==> src/rtl/bf16_pkg.sv <==
// Shared bfloat16 element type, field constants and classification helpers
// for the power-of-two scaling pipeline.
package bf16_pkg;

  localparam int unsigned BF_EXP_W = 8;
  localparam int unsigned BF_MAN_W = 7;
  localparam int unsigned BF_W     = 1 + BF_EXP_W + BF_MAN_W;

  typedef struct packed {
    logic                sign;
    logic [BF_EXP_W-1:0] exp;
    logic [BF_MAN_W-1:0] man;
  } bf16_t;

  localparam int unsigned         EXP_BIAS     = (1 << (BF_EXP_W - 1)) - 1;
  localparam logic [BF_EXP_W-1:0] EXP_ALL_ONES = BF_EXP_W'(2 * EXP_BIAS + 1);
  localparam bf16_t               POS_INF      = '{sign: 1'b0, exp: EXP_ALL_ONES, man: '0};
  localparam bf16_t               NEG_INF      = '{sign: 1'b1, exp: EXP_ALL_ONES, man: '0};

  // Zero and denormal inputs share a class: denormals are flushed on entry.
  typedef enum logic [1:0] {
    CLS_ZERO,
    CLS_NORMAL,
    CLS_SPECIAL
  } lane_class_t;

  function automatic logic is_special(input logic [BF_EXP_W-1:0] exp);
    return exp == EXP_ALL_ONES;
  endfunction

endpackage

==> src/rtl/bf16_pow2_scale_pipe_lane.sv <==
// One scaling lane: classify and exponent subtract into S1, resolve
// overflow/underflow/specials into S2. Stage advance is driven by the top.
module bf16_pow2_lane
  import bf16_pkg::*;
#(
  parameter int unsigned SHIFT_W = 8
) (
  input  logic               clk,
  input  logic               rst,
  input  logic               s1_load,
  input  logic               s2_load,
  input  bf16_t              in_elem,
  input  logic [SHIFT_W-1:0] in_shift,
  output bf16_t              out_elem,
  output logic               out_ovf,
  output logic               out_unf
);

  // Two guard bits keep e - shift exact over the full signed shift range.
  localparam int unsigned ENEW_W = BF_EXP_W + 2;
  localparam logic signed [ENEW_W-1:0] ENEW_MAX  = ENEW_W'(EXP_ALL_ONES);
  localparam logic signed [ENEW_W-1:0] ENEW_ZERO = '0;

  logic signed [ENEW_W-1:0] shift_ext;
  logic signed [ENEW_W-1:0] e_new_c;
  lane_class_t              cls_c;

  bf16_t                    s1_elem;
  lane_class_t              s1_cls;
  logic signed [ENEW_W-1:0] s1_enew;

  bf16_t                    res_c;
  logic                     ovf_c;
  logic                     unf_c;

  always_comb begin
    shift_ext = ENEW_W'(signed'(in_shift));
    e_new_c   = signed'({2'b00, in_elem.exp}) - shift_ext;
    if (in_elem.exp == '0)
      cls_c = CLS_ZERO;
    else if (is_special(in_elem.exp))
      cls_c = CLS_SPECIAL;
    else
      cls_c = CLS_NORMAL;
  end

  always_ff @(posedge clk) begin
    if (rst) begin
      s1_elem <= '0;
      s1_cls  <= CLS_ZERO;
      s1_enew <= '0;
    end else if (s1_load) begin
      s1_elem <= in_elem;
      s1_cls  <= cls_c;
      s1_enew <= e_new_c;
    end
  end

  always_comb begin
    res_c = '{sign: s1_elem.sign, exp: '0, man: '0};
    ovf_c = 1'b0;
    unf_c = 1'b0;
    case (s1_cls)
      CLS_SPECIAL: res_c = s1_elem;
      CLS_NORMAL: begin
        if (s1_enew >= ENEW_MAX) begin
          res_c = s1_elem.sign ? NEG_INF : POS_INF;
          ovf_c = 1'b1;
        end else if (s1_enew <= ENEW_ZERO) begin
          unf_c = 1'b1;
        end else begin
          res_c = '{sign: s1_elem.sign, exp: s1_enew[BF_EXP_W-1:0], man: s1_elem.man};
        end
      end
      default: ;
    endcase
  end

  always_ff @(posedge clk) begin
    if (rst) begin
      out_elem <= '0;
      out_ovf  <= 1'b0;
      out_unf  <= 1'b0;
    end else if (s2_load) begin
      out_elem <= res_c;
      out_ovf  <= ovf_c;
      out_unf  <= unf_c;
    end
  end

endmodule

==> src/rtl/bf16_pow2_scale_pipe.sv <==
// Multi-lane bfloat16 a*2^(-shift) scaler with a two-stage elastic
// valid/ready pipeline and a sticky overflow/underflow flag.
module bf16_pow2_scale_pipe
  import bf16_pkg::*;
#(
  parameter int unsigned LANES         = 4,
  parameter int unsigned EXP_SIZE      = BF_EXP_W,
  parameter int unsigned MANTISSA_SIZE = BF_MAN_W,
  parameter int unsigned SHIFT_W       = 8
) (
  input  logic                                        clk,
  input  logic                                        rst,
  input  logic                                        in_valid,
  output logic                                        in_ready,
  input  logic [LANES*(1+EXP_SIZE+MANTISSA_SIZE)-1:0] in_data,
  input  logic [SHIFT_W-1:0]                          in_shift,
  output logic                                        out_valid,
  input  logic                                        out_ready,
  output logic [LANES*(1+EXP_SIZE+MANTISSA_SIZE)-1:0] out_data,
  output logic [LANES-1:0]                            out_ovf,
  output logic [LANES-1:0]                            out_unf,
  output logic                                        err_sticky,
  input  logic                                        err_clr
);

  localparam int unsigned W = 1 + EXP_SIZE + MANTISSA_SIZE;

  logic s1_valid;
  logic s2_valid;
  logic s1_adv;
  logic s2_adv;
  logic s1_load;
  logic s2_load;

  // Ready ripples back combinationally so a full pipe still streams 1 beat/cycle.
  always_comb begin
    s2_adv   = out_ready || !s2_valid;
    s1_adv   = !s1_valid || s2_adv;
    in_ready = s1_adv;
    s1_load  = in_valid && in_ready;
    s2_load  = s2_adv && s1_valid;
  end

  assign out_valid = s2_valid;

  always_ff @(posedge clk) begin
    if (rst) begin
      s1_valid <= 1'b0;
      s2_valid <= 1'b0;
    end else begin
      if (s1_adv) s1_valid <= s1_load;
      if (s2_adv) s2_valid <= s1_valid;
    end
  end

  always_ff @(posedge clk) begin
    if (rst || err_clr)
      err_sticky <= 1'b0;
    else if (out_valid && out_ready && |(out_ovf | out_unf))
      err_sticky <= 1'b1;
  end

  for (genvar l = 0; l < LANES; l++) begin : g_lane
    bf16_pow2_lane #(
      .SHIFT_W (SHIFT_W)
    ) u_lane (
      .clk      (clk),
      .rst      (rst),
      .s1_load  (s1_load),
      .s2_load  (s2_load),
      .in_elem  (in_data[l*W +: W]),
      .in_shift (in_shift),
      .out_elem (out_data[l*W +: W]),
      .out_ovf  (out_ovf[l]),
      .out_unf  (out_unf[l])
    );
  end

endmodule

==> config.mk <==
export PLATFORM = sky130hd
export DESIGN_NAME = bf16_pow2_scale_pipe
export DESIGN_NICKNAME = d
export VERILOG_FILES = /design/src/rtl/bf16_pkg.sv /design/src/rtl/bf16_pow2_scale_pipe_lane.sv /design/src/rtl/bf16_pow2_scale_pipe.sv
export SDC_FILE = /design/constraint.sdc
export NUM_CORES = 1
export LEC_CHECK = 0
export ABC_AREA = 1
export BUFFER_PORTS_ARGS = -buffer_cell sky130_fd_sc_hd__buf_2
export CAP_MARGIN = 30
export CELL_PAD_IN_SITES_DETAIL_PLACEMENT = 2
export CELL_PAD_IN_SITES_GLOBAL_PLACEMENT = 2
export CORE_MARGIN = 4
export CORE_UTILIZATION = 34
export DETAILED_ROUTE_END_ITERATION = 16
export HOLD_SLACK_MARGIN = 0.05
export PLACE_DENSITY = 0.93
export SETUP_SLACK_MARGIN = 0.3
export SLEW_MARGIN = 40
export SYNTH_ARGS = -nofsm -noshare
export SYNTH_HDL_FRONTEND = slang
export SYNTH_SLANG_ARGS = --single-unit
==> constraint.sdc <==
create_clock -name clk -period 4.79 [get_ports clk]
set_clock_uncertainty 0.1 [all_clocks]
set_input_delay 0.479 -clock clk [delete_from_list [all_inputs] [get_ports clk]]
set_output_delay 0.479 -clock clk [all_outputs]
set_load 0.1 [all_outputs]
==> results by group, run 1 <==
Route
  • Initial drt markers: 773
  • DR vias/cell: 5.449
  • Via Count: 10250
  • Detailed Routing Iterations Pass 1: 5
  • Routed WL: 43.68 mm
  • Final ANT Viol Nets: 0
  • Routed WL per cell: 23.23 microns
  • DRC: 0

Timing
  • Crit path time final: 2.380 ns
  • Setup TNS: 0 ns
  • Slew Limit Fails: 0
  • RSZ-0062 raised after global routing: no
  • Final setup fails: 0
  • Rel. slew slack: 42.33%
  • Worst Tran Pin Value: 0.8651 ns
  • Period utilization: 49.68%
  • Final Hold Vio Count: 0
  • F_max: 420.2 MHz

Layout
  • ANT cells: 0
  • Fillers: 3351
  • Area growth, synth to finish: 15.78%
  • Commonest non-fill, non-tap cell in the layout: nand2_1
  • Design Area, Final: 0.01106 sq mm
  • Nets: 1614
  • Commonest cells after routing, fill and taps aside: nand2_1, dfxtp_1, a21oi_1, nor2_1, buf_2
  • Share of post-route cells with drive strength above 1: 13.91%

Clock tree
  • Hold buffer count at CTS: 0
  • CTS max path bufs: 2
  • # resized after CTS: 0
  • Root buffer cell: clkbuf_16
  • CTS H-tree lvls: 4
  • TritonCTS clock tree: built
  • CTS sink cnt: 187
  • TritonCTS Buffers: 17
  • Worst-skew pair later-pin latency: 0.44 ns
  • Clk slew on worst S/H paths: 0.08 ns
  • Post-CTS Setup Bufs: 0

Die
  • # IOs: 152
  • Die Area: 0.03085 sq mm
  • Site Rows: 61
  • Core ar.: 0.02778 sq mm
  • Die width: 175.7 microns
  • Initial Util: 34.40%
  • Die H: 175.7 microns

Critical path
  • Arrival time at the worst endpoint: 2.62 ns
  • Worst-path cell chain: buf_2 -> clkinv_1 -> ha_1 -> nor2_1 -> a21oi_1 -> nand2_1 -> nand2_1 -> nand3_1 -> nand2_1 -> inv_1
  • Critical path fanouts, max: 16
  • Crit path capture type: register
  • Critical Path RT: 5.03 ns
  • Most frequent CP cell: nand2_1
  • CP max stage cell: ha_1
  • Cells on worst reg2reg path: 6
  • Kind of critical path: in -> reg
  • Worst R2R Start: s1_valid
  • Startpoint Class: input pin
  • CP Launch Point: in_shift[7]
  • CP max stage delay: 0.57 ns

Synthesis
  • Xor-xnor portion of the synthesized cell area: 1.466%
  • Post-synthesis compound-gate area fraction: 16.35%
  • Simple-gate share of the synthesized area: 26.70%
  • Syn nets: 1507
  • Post-synthesis mux area share: 0%
  • #FFs+latches synth: 187
  • Area leader, netlist: dfxtp_1
  • Main combinational cell family by area after synthesis: simple AND/OR/NAND/NOR gates
  • Adder and majority gate portion of the synthesized area: 6.599%
  • Unique masters post-synth: 34
  • Post-Synthesis Cell Area: 0.009557 sq mm
  • Post-synthesis sequential area ratio: 39.17%
  • Synthesized area per cell: 6.915 sq um
  • Synth top area share: 39.17%
  • Synth Instances: 1382
  • Ys Warns: 0
  • Top cells by area, synth: dfxtp_1, nand2_1, a21oi_1

Pwr
  • Pwr per Cell Area: 353.0 mW/mm^2
  • Sequential share of power: 43.5%
  • Clock share of power: 37.8%
  • Switching share of total power: 34.21%
  • NetSw: 0.001336 W
  • P_int: 0.002570 W
  • Combinational share of power: 18.7%
  • Leakage: 5.225 nW
  • Maximum VDD drop: 0.0002311 V

Global routing
  • Global-route wire length before repair: 67.72 mm
  • Vias in the first global route: 11570
  • Largest net degree at the start of global routing: 104
  • Antenna violations before repair: 0
  • GRT overflow: 0
  • GRT Util Overall: 27.71%

Outcome
  • Status: completed

Placed design
  • Placed cell area: 0.01048 sq mm
  • Buffers on Ports: 151
  • Routability Congestion: 0.8720
  • DP HPWL: 27.49 mm

Min path
  • Cells on Worst Hold Path: 2
  • Min-delay worst type: in -> reg
  • Worst hold start: err_clr

Flow run
  • Maxcap violations: 0
-- power by group through the flow --
stage,registers [W],logic [W],clock network (W)
finish,0.00170,0.000729,0.00148
detailed placement,0.00172,0.000671,0
global route,0.00171,0.000792,0.00155
CTS,0.00170,0.000720,0.00149
global placement,0.00172,0.000622,0
floorplan,0.00174,0.000420,0
-- kinds of logic after synthesis --
kind of cell	count (synthesis)
AO/OA/AOI/OAI	299
adder cells (fa/ha/maj)	48
AND/OR/NAND/NOR	614
flip-flops	187
buffers and inverters	218
XOR/XNOR	16
-- through the flow --
step / utilization (%) / setup WS [ns] / hold WS [ns] / cells / total power (W)
after floorplan: - / 1.995 / 0.3300 / 1382 / 0.002162
after global placement: 37.68 / 2.200 / 0.3412 / 1848 / 0.002338
after detailed placement: 37.72 / 2.158 / 0.3559 / 1848 / 0.002396
after CTS: 39.79 / 2.485 / 0.09590 / 1880 / 0.003906
after global routing: 39.83 / 2.325 / 0.1092 / 1880 / 0.004050
final: 39.83 / 2.410 / 0.1153 / 1880 / 0.003906
-- Yosys cell counts, drive strengths merged --
master / number
a21oi: 168
a31oi: 5
buf: 45
clkbuf: 25
clkinv: 1
dfxtp: 187
fa: 4
ha: 44
inv: 147
nand2: 346
nand3: 72
nand3b: 3
nand4: 24
nor2: 160
nor3: 1
nor4: 8
o211ai: 1
o21ai: 111
o21bai: 11
o31ai: 3
xor2: 16
-- critical path: cells and delay by family --
family	cells	cell delay [ns]
buf+inv	3	0.77
simple gates	5	0.50
compound gates	1	0.29
fa+ha+maj	1	0.57
-- per-layer routing --
layer  part of all wire (%)  GRT usage, %  vias to the layer above
met5                      0             0                        -
met4                    3.3         10.04                        0
met3                    4.3         4.219                       97
met2                     49         48.83                      307
met1                     43         34.33                     5168
li1                       -             -                     4673
-- flip-flops by register name, indices dropped and copies added (netlist names) --
signal and cells:
g_lane.u_lane.s1_enew 40, g_lane.u_lane.out_ovf 4, g_lane.u_lane.out_unf 4, g_lane.u_lane.s1_cls 8, g_lane.u_lane.s1_elem 64, g_lane.u_lane.out_elem 64
out_valid 1, s1_valid 1, err_sticky 1
-- final timing paths --
path	slack, ns	to
max	2.41	g_lane[3].u_lane.s1_enew[8]
min	0.12	err_sticky
max reg2reg	2.57	g_lane[0].u_lane.s1_elem[14]
min reg2reg	0.36	g_lane[1].u_lane.s1_elem[3]
-- cell type report --
type	count	area, sq um	share of cell area [%]
multi-input cells	977	4893	44.23
well taps	378	473.0	4.275
clock inverters	15	150.1	1.357
repair buffers	158	818.3	7.396
flip-flops and latches	187	3744	33.83
clock buffers	17	425.4	3.845
inverters	148	560.5	5.066
Power figures use the tool's default switching activity.
==> run 2, diff against run 1 <==
--- a/config.mk
+++ b/config.mk
@@ -11,10 +11,10 @@
 export CELL_PAD_IN_SITES_DETAIL_PLACEMENT = 2
 export CELL_PAD_IN_SITES_GLOBAL_PLACEMENT = 2
 export CORE_MARGIN = 4
-export CORE_UTILIZATION = 34
+export CORE_UTILIZATION = 28
 export DETAILED_ROUTE_END_ITERATION = 16
 export HOLD_SLACK_MARGIN = 0.05
-export PLACE_DENSITY = 0.93
+export PLACE_DENSITY = 0.83
 export SETUP_SLACK_MARGIN = 0.3
 export SLEW_MARGIN = 40
 export SYNTH_ARGS = -nofsm -noshare
==> constraint.sdc (replaced) <==
create_clock -name clk -period 2.1 [get_ports clk]
set_clock_uncertainty 0.1 [all_clocks]
set_input_delay 0.21 -clock clk [delete_from_list [all_inputs] [get_ports clk]]
set_output_delay 0.21 -clock clk [all_outputs]
set_load 0.1 [all_outputs]
==> run 2 against run 1 <==
Routed wire length down 13%. Register-to-register slack got worse by 2.2 ns. Core utilization down 4.2 points. Worst setup slack got worse by 2.1 ns. Largest cell class unchanged. Sequential power is 130% higher. Non-clock buffer count grew 76. Largest power group unchanged.
==> results by group, run 2 (synthesis gave the netlist of run 1 again) <==
Flow run
  • Maxcap violations: 0 (unchanged)

Critical path
  • Critical Path RT: 2.34 ns (-2.69 ns)
  • R2R Path End: g_lane[3].u_lane.s1_cls[1]
  • Startpoint Class: input pin
  • Crit path capture type: register
  • Kind of critical path: in -> reg
  • Worst R2R Start: s1_valid
  • Cells on worst reg2reg path: 6 (unchanged)
  • Reg2reg setup slack: 0.41 ns (-2.16 ns)
  • Arrival time at the worst endpoint: 2.03 ns (-0.59 ns)
  • Critical path fanouts, max: 4 (-12)

Min path
  • Worst hold start: in_data[38]
  • Hold EP: g_lane[2].u_lane.s1_elem[6]
  • Min-delay worst type: in -> reg
  • Cells on Worst Hold Path: 3 (+1)

Layout
  • Share of post-route cells with drive strength above 1: 14.83% (+0.91 points)
  • Fillers: 3976 (+19%)
  • Largest regs: g_lane.u_lane.out_elem: 64 flops, g_lane.u_lane.s1_elem: 64 flops, g_lane.u_lane.s1_enew: 40 flops
  • Commonest cells after routing, fill and taps aside: nand2_1, dfxtp_1, a21oi_1, nor2_1, buf_2
  • Nets: 1691 (+4.8%)
  • Design Area, Final: 0.01199 sq mm (+8.3%)
  • Commonest non-fill, non-tap cell in the layout: nand2_1
  • Post-Layout Cell Count: 2027 (+7.8%)
  • Area growth, synth to finish: 25.41%

Timing
  • F_max: 556.4 MHz
  • Final setup fails: 0 (unchanged)
  • Worst Tran Pin Value: 0.5664 ns (-0.2987 ns)
  • Crit path time final: 1.797 ns
  • Period utilization: 85.58%
  • RSZ-0062 raised after global routing: yes
  • Rel. slew slack: 62.24% (+20 points)
  • Slew Limit Fails: 0 (unchanged)
  • Final Hold Vio Count: 0 (unchanged)
  • Setup TNS: 0 ns (unchanged)

Clock tree
  • CTS H-tree lvls: 4 (unchanged)
  • Worst-skew pair later-pin latency: 0.44 ns (about the same)
  • CTS sink cnt: 187 (unchanged)
  • Clk slew on worst S/H paths: 0.07 ns (about the same)
  • CTS max path bufs: 2 (unchanged)
  • TritonCTS clock tree: built
  • TritonCTS Buffers: 17 (unchanged)
  • Root buffer cell: clkbuf_16

Route
  • Routed WL per cell: 18.66 microns (-20%)
  • Detailed Routing Iterations Pass 1: 4 (-1)
  • Initial drt markers: 485 (-37%)
  • Routed WL: 37.83 mm (-13%)
  • DRC: 0 (unchanged)
  • Final ANT Viol Nets: 0 (unchanged)
  • DR vias/cell: 4.917 (-9.8%)
  • Via Count: 9966 (-2.7%)

Global routing
  • Global-route wire length before repair: 58.55 mm (-14%)
  • Vias in the first global route: 10610 (-8.2%)
  • Antenna violations before repair: 3 (+3)
  • Largest net degree at the start of global routing: 108 (+3.8%)
  • GRT overflow: 0 (unchanged)
  • GRT Util Overall: 19.78% (-7.9 points)

Placed design
  • Routability Congestion: 0.8142 (-6.6%)
  • Buffers on Ports: 151 (unchanged)
  • Placed cell area: 0.01072 sq mm (+2.3%)
  • DP HPWL: 26.34 mm (-4.2%)
  • Placed insts: 1929 (+4.4%)

Die
  • Die Area: 0.03715 sq mm (+20%)
  • # IOs: 152 (unchanged)
  • Initial Util: 28.43% (-6.0 points)
  • Core ar.: 0.03362 sq mm (+21%)
  • Die H: 192.7 microns (+9.7%)
  • Die width: 192.7 microns (+9.7%)
  • Site Rows: 67 (+9.8%)

Pwr
  • NetSw: 0.002765 W (+110%)
  • Pwr Total: 0.008691 W (+120%)
  • Switching share of total power: 31.81% (-2.4 points)
  • Leakage: 5.553 nW (+6.3%)
  • P_int: 0.005926 W (+130%)
  • Combinational share of power: 19.5% (+0.8 points)
  • Sequential share of power: 44.4% (+0.9 points)
  • Clock share of power: 36.1% (-1.7 points)
  • Maximum VDD drop: 0.0005560 V (+140%)
  • Pwr per Cell Area: 725.1 mW/mm^2 (+110%)

Outcome
  • Status: completed
run 2: cell count changes in the layout (fill, tap and decap cells not counted), sizes merged:
| cell | before | now |
|---|---|---|
| nand2 | 346 | 347 |
| clkinvlp | 2 | 4 |
| clkbuf | 17 | 18 |
| diode | 0 | 1 |
| inv | 155 | 149 |
| buf | 158 | 171 |
| dlygate4sd3 | 0 | 63 |
| clkinv | 5 | 7 |
run 2: area by class of cell:
class	instances	area [sq um]	share of cell area, %
multi-input cells	978	4961	41.39
inverters	148	561.8	4.687
well taps	448	560.5	4.677
clock buffers	18	429.2	3.581
diodes	1	2.502	0.02088
flip-flops and latches	187	3749	31.28
repair buffers	234	1602	13.36
clock inverters	13	120.1	1.002
run 2: stage by stage:
stage	setup WS, ns	hold WS [ns]	utilization (%)
floorplan	0.2917	0.1893	-
global placement	0.1232	0.2749	31.88
detailed placement	0.06333	0.2881	31.88
CTS	0.3056	0.05071	35.39
global route	0.1771	0.09148	35.65
finish	0.3028	0.03288	35.65
run 2: how the worst max path moves through the flow:
stage	from	to	slack, ns	cells after the start
2_1_floorplan	out_valid	g_lane[3].u_lane.s1_elem[5]	0.29	7
3_3_place_gp	in_data[39]	g_lane[2].u_lane.s1_enew[8]	0.12	10
3_5_place_dp	in_data[23]	g_lane[1].u_lane.s1_enew[6]	0.06	11
4_1_cts	in_data[44]	g_lane[2].u_lane.s1_enew[9]	0.31	10
5_1_grt	in_data[14]	g_lane[0].u_lane.s1_enew[8]	0.18	10
6_report	in_data[14]	g_lane[0].u_lane.s1_enew[8]	0.30	10
run 2: metal layers:
layer / track usage [%] / wire (microns)
met5: 0 / 17
met4: 5.184 / 689
met3: 2.732 / 1207
met2: 33.80 / 18290
met1: 26.22 / 17620
run 2: timing repair:
item | 4_1_cts | 5_1_grt
setup buffers | 0 | 2
hold buffers | 63 | 0
resized for setup | 0 | 19
endpoints found under the setup margin | 0 | 119
endpoints found under the hold margin | 60 | 0
run 2: worst max-delay path, stage by stage:
cell,delay (ns)
dlygate4sd3_1,0.52
buf_2,0.16
inv_1,0.11
ha_2,0.32
nor2_2,0.16
nand4_1,0.17
nand3_1,0.14
nand3_1,0.10
nand2_1,0.09
inv_1,0.04
run 2: power groups by stage:
stage	registers [W]	logic (W)	clock network, W
global route	0.00388	0.00189	0.00337
global placement	0.00392	0.00147	0
detailed placement	0.00393	0.00154	0
floorplan	0.00397	0.000962	0
CTS	0.00385	0.00165	0.00322
finish	0.00386	0.00170	0.00313
